**src/rtl/il_xbar_pkg.sv**
```systemverilog
// rtl/il_xbar_pkg.sv - shared constants and address helpers for the interleaved bank crossbar
package il_xbar_pkg;

    localparam logic [31:0] ERR_RDATA = 32'hBADC_0DE5;

    // off is the address already rebased to the start of the interleaved region
    function automatic logic [31:0] bank_idx(input logic [31:0] off, input int gran_log2,
                                             input int bank_log2);
        logic [31:0] mask;
        mask = (32'd1 << bank_log2) - 32'd1;
        return (off >> gran_log2) & mask;
    endfunction

    function automatic logic [31:0] bank_local_addr(input logic [31:0] off, input int gran_log2,
                                                    input int bank_log2);
        logic [31:0] low_mask;
        low_mask = (32'd1 << gran_log2) - 32'd1;
        return ((off >> (gran_log2 + bank_log2)) << gran_log2) | (off & low_mask);
    endfunction

endpackage

```
**src/rtl/il_tag_fifo.sv**
```systemverilog
// rtl/il_tag_fifo.sv - in-order master-id FIFO tracking outstanding requests of one bank
module il_tag_fifo #(
    parameter int DEPTH = 2,
    parameter int WIDTH = 1
) (
    input  logic             clk,
    input  logic             rst,
    input  logic             push,
    input  logic [WIDTH-1:0] push_data,
    input  logic             pop,
    output logic [WIDTH-1:0] head,
    output logic             full,
    output logic             empty
);
    localparam int PTR_W = (DEPTH > 1) ? $clog2(DEPTH) : 1;
    localparam int CNT_W = $clog2(DEPTH + 1);

    logic [WIDTH-1:0] mem_q [DEPTH];
    logic [PTR_W-1:0] wr_q, rd_q;
    logic [CNT_W-1:0] cnt_q;
    logic             do_push, do_pop;

    assign full    = (cnt_q == CNT_W'(DEPTH));
    assign empty   = (cnt_q == '0);
    assign do_push = push && !full;
    assign do_pop  = pop && !empty;
    assign head    = mem_q[rd_q];

    always_ff @(posedge clk) begin
        if (rst) begin
            wr_q  <= '0;
            rd_q  <= '0;
            cnt_q <= '0;
        end else begin
            if (do_push) wr_q <= (wr_q == PTR_W'(DEPTH - 1)) ? '0 : wr_q + 1'b1;
            if (do_pop)  rd_q <= (rd_q == PTR_W'(DEPTH - 1)) ? '0 : rd_q + 1'b1;
            cnt_q <= cnt_q + CNT_W'(do_push) - CNT_W'(do_pop);
        end
    end

    always_ff @(posedge clk) begin
        if (do_push) mem_q[wr_q] <= push_data;
    end

endmodule

```
**src/rtl/il_bank_xbar.sv**
```systemverilog
// rtl/il_bank_xbar.sv - N-master x M-bank interleaved crossbar with round-robin banks,
// in-order tag FIFOs, out-of-range error responses and per-bank conflict counters
module il_bank_xbar
    import il_xbar_pkg::*;
#(
    parameter int          NUM_MASTER     = 4,
    parameter int          NUM_BANK       = 4,
    parameter int          IL_GRAN_LOG2   = 2,
    parameter logic [31:0] IL_ADDR_OFFSET = 32'h0000_8000,
    parameter logic [31:0] IL_ADDR_SIZE   = 32'h0002_0000,
    parameter int          BANK_OUTST     = 2,
    parameter int          CNT_W          = 16
) (
    input  logic                      clk_i,
    input  logic                      rst_i,
    input  logic [NUM_MASTER-1:0]     m_req_i,
    input  logic [NUM_MASTER-1:0]     m_we_i,
    input  logic [NUM_MASTER*4-1:0]   m_be_i,
    input  logic [NUM_MASTER*32-1:0]  m_addr_i,
    input  logic [NUM_MASTER*32-1:0]  m_wdata_i,
    output logic [NUM_MASTER-1:0]     m_gnt_o,
    output logic [NUM_MASTER-1:0]     m_rvalid_o,
    output logic [NUM_MASTER*32-1:0]  m_rdata_o,
    output logic [NUM_MASTER-1:0]     m_err_o,
    output logic [NUM_BANK-1:0]       b_req_o,
    output logic [NUM_BANK-1:0]       b_we_o,
    output logic [NUM_BANK*4-1:0]     b_be_o,
    output logic [NUM_BANK*32-1:0]    b_addr_o,
    output logic [NUM_BANK*32-1:0]    b_wdata_o,
    input  logic [NUM_BANK-1:0]       b_gnt_i,
    input  logic [NUM_BANK-1:0]       b_rvalid_i,
    input  logic [NUM_BANK*32-1:0]    b_rdata_i,
    input  logic                      cnt_clr_i,
    output logic [NUM_BANK*CNT_W-1:0] conflict_cnt_o
);
    localparam int BANK_W = $clog2(NUM_BANK);
    localparam int TAG_W  = (NUM_MASTER > 1) ? $clog2(NUM_MASTER) : 1;

    logic [NUM_MASTER-1:0]                busy_q, free, in_range, err_gnt;
    logic [BANK_W-1:0]                    m_bank  [NUM_MASTER];
    logic [31:0]                          m_laddr [NUM_MASTER];
    logic [NUM_BANK-1:0][NUM_MASTER-1:0]  cand;
    logic [TAG_W-1:0]                     ptr_q   [NUM_BANK];
    logic [TAG_W-1:0]                     winner  [NUM_BANK];
    logic [TAG_W-1:0]                     fifo_head [NUM_BANK];
    logic [NUM_BANK-1:0]                  has_cand, conflict, fifo_full, fifo_empty;
    logic [NUM_BANK-1:0]                  b_hs, b_pop, seen_gnt_q;
    logic [CNT_W-1:0]                     cnt_q   [NUM_BANK];
    logic [NUM_MASTER-1:0]                rvalid_q, err_q, rvalid_d, err_d;
    logic [31:0]                          rdata_q [NUM_MASTER];
    logic [31:0]                          rdata_d [NUM_MASTER];

    // A master whose response is being delivered this cycle may issue again immediately
    assign free    = ~busy_q | rvalid_q;
    assign err_gnt = m_req_i & free & ~in_range & {NUM_MASTER{~rst_i}};

    always_comb begin
        logic [31:0] addr, off, bsel;
        addr = '0;
        off  = '0;
        bsel = '0;
        for (int m = 0; m < NUM_MASTER; m++) begin
            addr        = m_addr_i[m*32 +: 32];
            off         = addr - IL_ADDR_OFFSET;
            in_range[m] = (addr >= IL_ADDR_OFFSET) && (off < IL_ADDR_SIZE);
            bsel        = bank_idx(off, IL_GRAN_LOG2, BANK_W);
            m_bank[m]   = bsel[BANK_W-1:0];
            m_laddr[m]  = bank_local_addr(off, IL_GRAN_LOG2, BANK_W);
        end
    end

    always_comb begin
        int   idx, ncand;
        logic found;
        idx   = 0;
        ncand = 0;
        found = 1'b0;
        cand  = '0;
        for (int b = 0; b < NUM_BANK; b++) begin
            for (int m = 0; m < NUM_MASTER; m++) begin
                cand[b][m] = m_req_i[m] && free[m] && in_range[m] && (m_bank[m] == BANK_W'(b));
            end
        end
        for (int b = 0; b < NUM_BANK; b++) begin
            winner[b] = '0;
            found     = 1'b0;
            ncand     = 0;
            for (int i = 0; i < NUM_MASTER; i++) begin
                idx = int'(ptr_q[b]) + i;
                if (idx >= NUM_MASTER) idx = idx - NUM_MASTER;
                if (!found && cand[b][idx]) begin
                    found     = 1'b1;
                    winner[b] = TAG_W'(idx);
                end
                if (cand[b][i]) ncand = ncand + 1;
            end
            has_cand[b] = found;
            conflict[b] = (ncand >= 2);
        end
    end

    always_comb begin
        int w;
        w         = 0;
        b_hs      = '0;
        b_req_o   = '0;
        b_we_o    = '0;
        b_be_o    = '0;
        b_addr_o  = '0;
        b_wdata_o = '0;
        m_gnt_o   = err_gnt;
        for (int b = 0; b < NUM_BANK; b++) begin
            if (has_cand[b] && !fifo_full[b] && !rst_i) begin
                w                    = int'(winner[b]);
                b_req_o[b]           = 1'b1;
                b_we_o[b]            = m_we_i[w];
                b_be_o[b*4 +: 4]     = m_be_i[w*4 +: 4];
                b_addr_o[b*32 +: 32] = m_laddr[w];
                b_wdata_o[b*32 +: 32] = m_wdata_i[w*32 +: 32];
                if (b_gnt_i[b]) begin
                    b_hs[b]    = 1'b1;
                    m_gnt_o[w] = 1'b1;
                end
            end
        end
    end

    for (genvar b = 0; b < NUM_BANK; b++) begin : g_bank
        il_tag_fifo #(
            .DEPTH (BANK_OUTST),
            .WIDTH (TAG_W)
        ) u_tag_fifo (
            .clk       (clk_i),
            .rst       (rst_i),
            .push      (b_hs[b]),
            .push_data (winner[b]),
            .pop       (b_rvalid_i[b]),
            .head      (fifo_head[b]),
            .full      (fifo_full[b]),
            .empty     (fifo_empty[b])
        );

        assign b_pop[b] = b_rvalid_i[b] && !fifo_empty[b];

        // Pulses before the first post-reset grant drain traffic discarded by reset
        a_no_orphan_rvalid: assert property (@(posedge clk_i) disable iff (rst_i)
            !(b_rvalid_i[b] && fifo_empty[b] && seen_gnt_q[b]));
    end

    always_comb begin
        rvalid_d = '0;
        err_d    = '0;
        for (int m = 0; m < NUM_MASTER; m++) rdata_d[m] = '0;
        for (int b = 0; b < NUM_BANK; b++) begin
            for (int m = 0; m < NUM_MASTER; m++) begin
                if (b_pop[b] && (fifo_head[b] == TAG_W'(m))) begin
                    rvalid_d[m] = 1'b1;
                    rdata_d[m]  = b_rdata_i[b*32 +: 32];
                end
            end
        end
        for (int m = 0; m < NUM_MASTER; m++) begin
            if (err_gnt[m]) begin
                rvalid_d[m] = 1'b1;
                err_d[m]    = 1'b1;
                rdata_d[m]  = ERR_RDATA;
            end
        end
    end

    always_ff @(posedge clk_i) begin
        if (rst_i) begin
            busy_q     <= '0;
            rvalid_q   <= '0;
            err_q      <= '0;
            seen_gnt_q <= '0;
            for (int m = 0; m < NUM_MASTER; m++) rdata_q[m] <= '0;
            for (int b = 0; b < NUM_BANK; b++) begin
                ptr_q[b] <= '0;
                cnt_q[b] <= '0;
            end
        end else begin
            busy_q     <= (busy_q & ~rvalid_q) | m_gnt_o;
            rvalid_q   <= rvalid_d;
            err_q      <= err_d;
            seen_gnt_q <= seen_gnt_q | b_hs;
            for (int m = 0; m < NUM_MASTER; m++) rdata_q[m] <= rdata_d[m];
            for (int b = 0; b < NUM_BANK; b++) begin
                if (b_hs[b]) begin
                    ptr_q[b] <= (int'(winner[b]) == NUM_MASTER - 1) ? '0 : winner[b] + 1'b1;
                end
                if (cnt_clr_i) begin
                    cnt_q[b] <= '0;
                end else if (conflict[b] && (cnt_q[b] != '1)) begin
                    cnt_q[b] <= cnt_q[b] + 1'b1;
                end
            end
        end
    end

    assign m_rvalid_o = rvalid_q;
    assign m_err_o    = err_q;

    always_comb begin
        for (int m = 0; m < NUM_MASTER; m++) m_rdata_o[m*32 +: 32] = rdata_q[m];
        for (int b = 0; b < NUM_BANK; b++) conflict_cnt_o[b*CNT_W +: CNT_W] = cnt_q[b];
    end

endmodule

```
**config.mk**
```make
export PLATFORM = sky130hd
export DESIGN_NAME = il_bank_xbar
export DESIGN_NICKNAME = d
export VERILOG_FILES = /design/src/rtl/il_xbar_pkg.sv /design/src/rtl/il_tag_fifo.sv /design/src/rtl/il_bank_xbar.sv
export SDC_FILE = /design/constraint.sdc
export NUM_CORES = 1
export LEC_CHECK = 0
export ABC_CLOCK_PERIOD_IN_PS = 5920
export CORE_AREA = 5 5 350 352
export DETAILED_ROUTE_END_ITERATION = 6
export DIE_AREA = 0 0 355 357
export PLACE_DENSITY_LB_ADDON = 0.2
export SLEW_MARGIN = 20
export SYNTH_ARGS = -nofsm -noshare
export SYNTH_HDL_FRONTEND = slang
export SYNTH_SLANG_ARGS = --single-unit
```
**constraint.sdc**
```tcl
create_clock -name clk_i -period 5.92 [get_ports clk_i]
set_input_delay 1.184 -clock clk_i [delete_from_list [all_inputs] [get_ports clk_i]]
set_output_delay 1.184 -clock clk_i [all_outputs]
set_load 0.01 [all_outputs]
```
# After elaboration in Yosys (flattened, before gate mapping)
# Memories as Yosys holds them, arrays and structs flattened. A register that Yosys moved wholly into a read port is not among the register bits.
# Cells that the tools add are included.
[word_totals]
word_cells = 639
input_bits = 419
output_inout_bits = 484
mem_bits_rw = 216
ff_bits = 28
mem_count = 7
[op_classes]
n_addsub = 68
bitwise = 38
muxes = 298
shift = 8
order_cmp = 56
n_eq_ne = 36
reduce_logical = 113
[mem_list]
columns = ["memory", "depth", "word_bits", "read_ports", "rd_ports_with_merged_regs", "write_ports", "line", "text"]
rows = [
  ["rdata_q", 4, 32, 4, 0, 4, "il_bank_xbar.sv:50", "logic [31:0] rdata_q [NUM_MASTER];"],
  ["cnt_q", 4, 16, 4, 0, 4, "il_bank_xbar.sv:48", "logic [CNT_W-1:0] cnt_q [NUM_BANK];"],
  ["ptr_q", 4, 2, 4, 0, 4, "il_bank_xbar.sv:43", "logic [TAG_W-1:0] ptr_q [NUM_BANK];"],
  ["g_bank[0].u_tag_fifo.mem_q", 2, 2, 1, 1, 1, "il_tag_fifo.sv:18", "logic [WIDTH-1:0] mem_q [DEPTH];"],
  ["g_bank[1].u_tag_fifo.mem_q", 2, 2, 1, 1, 1, "il_tag_fifo.sv:18", ""],
  ["g_bank[2].u_tag_fifo.mem_q", 2, 2, 1, 1, 1, "il_tag_fifo.sv:18", ""],
  ["1 more memories", "n/a", "n/a", "n/a", "n/a", "n/a", "n/a", ""],
]
[ops]
columns = ["cell", "count"]
rows = [
  ["$mux 32", 68],
  ["$lt 32x4->1 const B", 16],
  ["$shiftx 128x8->32", 4],
  ["$add 32x2->32 const B", 12],
  ["$bmux 32 s2", 4],
  ["$ge 32x3->1 const B", 8],
  ["$mux 1", 158],
  ["$ge 32x16->1 const B", 4],
  ["$lt 32x18->1 const B", 4],
  ["$mux 16", 8],
  ["$not 2->32", 4],
  ["$sub 32x16->32 const B", 4],
  ["$or 30x2->30", 4],
  ["$logic_and 1x1->1", 80],
  ["$add 16x1->16 const B", 4],
  ["$ne 16x16->1 const B", 4],
  ["$shiftx 16x5->4", 4],
  ["$mux 2", 24],
  ["$mux 4", 12],
  ["$sub 3x3->4 const B", 12],
  ["$bmux 1 s2", 20],
  ["$eq 2x2->1 const B", 20],
  ["$ge 3x3->1 const B", 12],
  ["$add 2x2->3 const B", 8],
  ["18 further kinds", 119],
]

# Depth between registers and ports, before layout
[depth]
ltp_word = 35
ltp_mapped = 21
depth_no_buf = 18

# By module
# From an unflattened synthesis, not the netlist that was laid out.
[hier_totals]
cells_unflattened = 2655
area_unflattened_um2 = 22108.7
[by_module_without_submodules]
columns = ["module", "cells_each", "area_each_um2", "n_inst", "seq_area_each_um2"]
rows = [
  ["il_bank_xbar", 2526, 20609.8, 1, 4964.8],
  ["il_tag_fifo at g_bank[0].u_tag_fifo ...", 32, 374.1, 3, 220.2],
  ["il_tag_fifo at g_bank[2].u_tag_fifo", 33, 376.6, 1, 220.2],
]

# Worst setup path before layout
# OpenSTA, ideal clock, no wires.
[synth_timing]
kind = "input to output"
startpoint = "input m_addr_i[15]"
endpoint = "output m_gnt_o[3]"
arrival_ns = 4.820
required_time_ns = 4.736
cell_stages = 20
setup_slack_ns = -0.084
n_path_buf = 4
path_cell_list = "clkbuf_1 > inv_1 > ha_1 > clkbuf_1 > nor3_1 > a31oi_1 > a2bb2oi_1 > or4_4 > nor4_2 > a222oi_1 > and3_1 > buf_6 > buf_4 > ha_1 > nand2_1 > nor3_1 > o41ai_1 > o221ai_1 > nor2_1 > nand2_1"
[synth_between]
word_cells_on_any_way = 153
classes_between = "add/sub (1); order compare (10); mux (96); bitwise (4); reduce/logical (42)"
[synth_rtl]
columns = ["item", "line", "text"]
rows = [
  ["start, declared", "il_bank_xbar.sv:19", "input logic [NUM_MASTER*32-1:0] m_addr_i,"],
  ["$sub 32x16->32", "il_bank_xbar.sv:64", "off = addr - IL_ADDR_OFFSET;"],
  ["$lt 32x18->1", "il_bank_xbar.sv:65", "in_range[m] = (addr >= IL_ADDR_OFFSET) && (off < IL_ADDR_SIZE);"],
  ["$logic_and 1x1->1 (*)", "il_bank_xbar.sv:65", ""],
  ["$logic_and 1x1->1 (*) (2 in a row)", "il_bank_xbar.sv:81", "cand[b][m] = m_req_i[m] && free[m] && in_range[m] && (m_bank[m] == BANK_W'(b));"],
  ["$bmux 1 s2", "il_bank_xbar.sv:91", "if (!found && cand[b][idx]) begin"],
  ["$mux 1 (implied by the code) (2 in a row)", "il_bank_xbar.sv:91", ""],
  ["$mux 1", "il_bank_xbar.sv:91", ""],
  ["$logic_not 1->1", "il_bank_xbar.sv:91", ""],
  ["[8 not listed]", "n/a", ""],
  ["via g_bank[3].u_tag_fifo.push_data[1]", "il_tag_fifo.sv:9", "input logic [WIDTH-1:0] push_data,"],
  ["$lt 2x3->1 (implied by the code) or $ge 2x1->1 (tied branches)", "il_bank_xbar.sv:122", "m_gnt_o[w] = 1'b1;"],
  ["$logic_and 1x1->1 (implied by the code)", "il_bank_xbar.sv:122", ""],
  ["$mux 1 (implied by the code)", "il_bank_xbar.sv:122", ""],
  ["$demux 1 s2 (*)", "il_bank_xbar.sv:122", ""],
  ["$or 4x4->4 (no line) (*)", "n/a", ""],
  ["$mux 4 (*)", "il_bank_xbar.sv:120", "if (b_gnt_i[b]) begin"],
  ["$mux 4 (*)", "il_bank_xbar.sv:113", "if (has_cand[b] && !fifo_full[b] && !rst_i) begin"],
  ["end, declared", "il_bank_xbar.sv:21", "output logic [NUM_MASTER-1:0] m_gnt_o,"],
]
# The timed path passes the listed nets; every way through them passes the cells marked *. The select of a mux whose other input is x is not followed.

# Final worst setup path
[layout_timing]
startpoint = "input m_addr_i[79]"
endpoint = "output m_gnt_o[2]"
[layout_between]
elab_chain_cells = 34
word_cells_on_any_way = 156
classes_between = "add/sub (1); order compare (10); mux (96); bitwise (7); reduce/logical (42)"
[layout_lines]
columns = ["item", "line"]
rows = [
  ["$sub 32x16->32", "il_bank_xbar.sv:64"],
  ["$lt 32x18->1", "il_bank_xbar.sv:65"],
  ["$logic_and 1x1->1 (*)", "il_bank_xbar.sv:65"],
  ["$logic_and 1x1->1 (2 in a row)", "il_bank_xbar.sv:81"],
  ["$bmux 1 s2", "il_bank_xbar.sv:91"],
  ["$mux 1 (implied by the code) (2 in a row)", "il_bank_xbar.sv:91"],
  ["$mux 1", "il_bank_xbar.sv:91"],
  ["$logic_not 1->1", "il_bank_xbar.sv:91"],
  ["[16 not listed]", "n/a"],
  ["$mux 4", "il_bank_xbar.sv:120"],
  ["$mux 4", "il_bank_xbar.sv:113"],
  ["$or 4x4->4 (no line)", "n/a"],
  ["$mux 4", "il_bank_xbar.sv:120"],
  ["$mux 4", "il_bank_xbar.sv:113"],
  ["$or 4x4->4 (no line)", "n/a"],
  ["$mux 4", "il_bank_xbar.sv:120"],
  ["$mux 4 (*)", "il_bank_xbar.sv:113"],
]
# Every way passes the cells marked *; elsewhere a longest branch is shown, timed or not. The select of a mux whose other input is x is not followed.

==> reports/metrics.yaml <==
status:
  status: "complete, but fails checks"
  violations: "setup timing"
floorplanning:
  die_w_microns: 355
  initial_core_util: 0.197
  ioPinCount: 903
  die_h_microns: 357
  core.rowCount: 127
  core_sq_um: 119000
  die_area_sq_um: 127000
placement:
  port_buffers: 834
  place_hpwl_microns: 112000
  pre_cts_ws_ns: -1.11
  place.gp.congestion: 0.904
  place_area_sq_um: 36700
layout:
  area_delta_synth_final_pct: 86.4
  postLayoutCoreUtil: 0.367
  fin_nets: 5056
  stdcell_area_sq_um: 43700
  nFillCells: 12200
  layout-drive-gt1-share: 0.318
routing:
  num_vias: 33100
  avgViaCountPerCell: 5.34
  drc: 0
  wirelength_microns: 168000
  drtPass1Iterations: 5
  ant_nets: 0
  avgRoutedWirePerCell_microns: 27.2
  dr.first_iter.drc_count: 2826
clock_tree:
  clock_latency_ns: 0.62
  htree_levels: 1
  path_clk_slew_ns: 0.06
  clock-sinks: 248
  cts-root-buf: "clkbuf_16"
  clk_path_buf_depth: 3
  cts_tree: "yes"
  numCtsBuffers: 27
sta:
  final-setup-viol-count: 170
  relSlewSlack: 0.246
  rsz0062_at_grt: "yes"
  slew_violations: 0
  tightest_slew_ns: 1.13
  hold_viol_final: 0
  fin_crit_sh: 1.04
  setup_ws_ns: -0.243
  period_minus_slack_ns: 6.16
  skew_ns: 0.0434
  fmax_mhz: 162
worst_setup_path:
  slowest_stage: "or4_4"
  path_delay_family: "simple AND/OR/NAND/NOR gates"
  arrival_ns: 4.98
  crit_chain: "buf_8 -> inv_6 -> ha_4 -> or4b_4 -> nor4_4 -> nand4_1 -> a211o_1 -> or4_4 -> a222oi_1 -> and3_4 -> buf_6 -> ha_4 -> nand2_2 -> nor3_2 -> o41ai_2 -> o221ai_1 -> buf_4 -> nor2_4 -> nand2_4 -> buf_6"
  ff2ff_path_depth: 33
  crit_buf_inv: 5
  cp_max_fo: 2
  crit_path_end_kind: "output pin"
  rrSetupSlack_ns: 0.84
  cp_slowest_stage_delay_ns: 0.50
  critical_path_class: "in2out"
  start_kind: "input port"
  r2r_end: "busy_q[2]$_SDFF_PP0_"
  timing.rr.start: "m_rvalid_o[1]$_SDFF_PP0_"
  worst_ep_required_time_ns: 4.74
pwr:
  leakagePower_nw: 16.7
  ir_worst_vdd_mv: 0.195
  p_per_area_nw_per_um2: 119
synth:
  synth_compound_area_frac: 0.320
  synth_area_sq_um: 23500
  synth_top_flop_cell: "dfxtp_1"
  yosysUniqueCellTypes: 86
  ys_ff_latch: 248
  syn_area_per_cell_sq_um: 7.15
  netlist_instances: 3282
  ys_async_sr_fraction: 0
  yosys.area_share.adder: 0.0213
  synth_top_family_by_area: "compound AO/OA/AOI/OAI gates"
  synth-xor-area-share: 0.0314
  ys_warn_count: 0
  synth.mux.area_fraction: 0.0462
  synth_edf_count: 88
  synth_seq_area_share: 0.249
  yosys.area_share.simple: 0.243
min_path:
  hp-class: "reg2reg"
  min_path_cells: 2
  min_from: "g_bank[1].u_tag_fifo.rd_q$_SDFFE_PP0P_"
flow_run:
  max_cap_violations: 0
global_routing:
  grt_pass1_vias: 32000
  antenna_found_initial: 44
  grt_usage: 0.240
  overflow: 0
  grt_pass1_wl_microns: 229000
  grt_max_degree: 78
## through the flow
stage	TNS (ns)	hold slack, ns	power [mW]	cells
after floorplan	0	0.472	2.54	3349
after global placement	-208.47	0.489	3.37	5801
after detailed placement	-198.48	0.490	3.37	5801
after CTS	-14.22	0.507	5.20	6106
after global routing	-35.70	0.547	5.43	6193
final	-14.87	0.506	5.22	6198
## cell type report
cell class	count	area, sq um	area share
Timing Repair Buffer	1597	16300	0.373
Tap cell	1548	1940	0.0443
Inverter	71	328	0.00750
Sequential cell	248	5850	0.134
Clock inverter	12	129	0.00295
Multi-Input combinational cell	2652	18300	0.419
Antenna cell	33	82.6	0.00189
Clock buffer	37	753	0.0172
## power breakdown
group | switching, mW | internal [mW] | total [mW]
clock network | 0.783 | 0.979 | 1.76
logic | 0.796 | 0.711 | 1.51
registers | 0.0799 | 1.87 | 1.95
## routing by layer
layer	track usage	vias to the layer above	wire length (microns)
met5	0	-	36
met4	0.130	6	10300
met3	0.0447	440	13400
met2	0.405	1794	78600
met1	0.291	16000	66000
li1	-	14800	-
## kinds of logic after synthesis
kind of cell,Yosys count
AND/OR/NAND/NOR,1167
adder cells (fa/ha/maj),40
AO/OA/AOI/OAI,1185
XOR/XNOR,84
multiplexers,108
other,1
buffers and inverters,449
flip-flops,248
## cell usage after synthesis, types with 9 or more instances
cell	number	area share
a211oi_1	83	0.027
a21oi_1	429	0.092
a221oi_1	97	0.036
a22oi_1	34	0.011
a311oi_1	50	0.019
and2_1	13	0.0035
and3_1	68	0.018
buf_2	32	0.0068
buf_4	77	0.025
clkbuf_1	255	0.041
dfxtp_1	160	0.14
edfxtp_1	88	0.11
ha_1	40	0.021
inv_1	62	0.0099
mux2i_1	106	0.045
nand2_1	180	0.029
nand2b_1	18	0.0048
nand3_1	262	0.056
nand3b_1	16	0.0051
nand4_1	25	0.0067
nand4b_1	9	0.0034
nor2_1	345	0.055
nor2b_1	17	0.0045
nor3_1	134	0.029
nor4_1	16	0.0043
nor4_2	9	0.0048
o211ai_1	10	0.0032
o21a_1	104	0.033
o21ai_0	224	0.048
o22ai_1	54	0.014
o41ai_1	10	0.0037
or3_1	10	0.0027
or4_1	14	0.0045
xnor2_1	41	0.015
xor2_1	43	0.016
## sequential cells by signal (all words and copies together), names as in the netlist, named ones only
name / flops
rdata_q: 128
g_bank.u_tag_fifo.cnt_q: 8
cnt_q: 64
g_bank.u_tag_fifo.wr_q: 4
g_bank.u_tag_fifo.rd_q: 4
g_bank.u_tag_fifo.mem_q: 16
ptr_q: 8
m_rvalid_o: 4
m_err_o: 4
busy_q: 4
## how the worst max path moves through the flow
stage	end	startpoint	depth (start not counted)	slack, ns
floorplan	m_gnt_o[0]	m_addr_i[79]	19	0.06
global placement	b_wdata_o[68]	m_addr_i[79]	20	-1.17
detailed placement	b_wdata_o[72]	m_addr_i[79]	20	-1.11
CTS	b_wdata_o[70]	m_addr_i[61]	17	-0.22
global route	m_gnt_o[2]	m_addr_i[79]	20	-0.39
finish	m_gnt_o[2]	m_addr_i[79]	20	-0.24
## layout by cell type (no fill, tap or decap), types with 66 or more instances in the layout
cell             count
buf_12             103
dfxtp_1            160
clkdlybuf4s50_1    566
o21ai_0            139
a211oi_1            66
buf_4              498
buf_2              144
o21a_1             104
edfxtp_1            88
buf_6              158
nand3_1            249
nor3_1             118
nand2_1            157
conb_1              68
a21oi_2             79
mux2i_1             75
nor2_1             330
a21oi_1            343
a221oi_1            96
## tightest hold or removal path, delay by kind of cell (launching register included)
kind / cells / cell delay (ns)
DFF: 1 / 0.32
and+or+nand+nor: 1 / 0.07
xor gates and xnor gates: 1 / 0.08
## repair_timing
action | CTS | global route
setup buffers | 217 | 80
endpoints found under the setup margin | 216 | 215
pin swaps | 194 | 183
hold buffers | 0 | 0
gates cloned | 47 | 9
hold endpoints to repair | 0 | 0
gates resized for setup | 1437 | 442
Note: power is estimated with default switching activity, not from simulation.
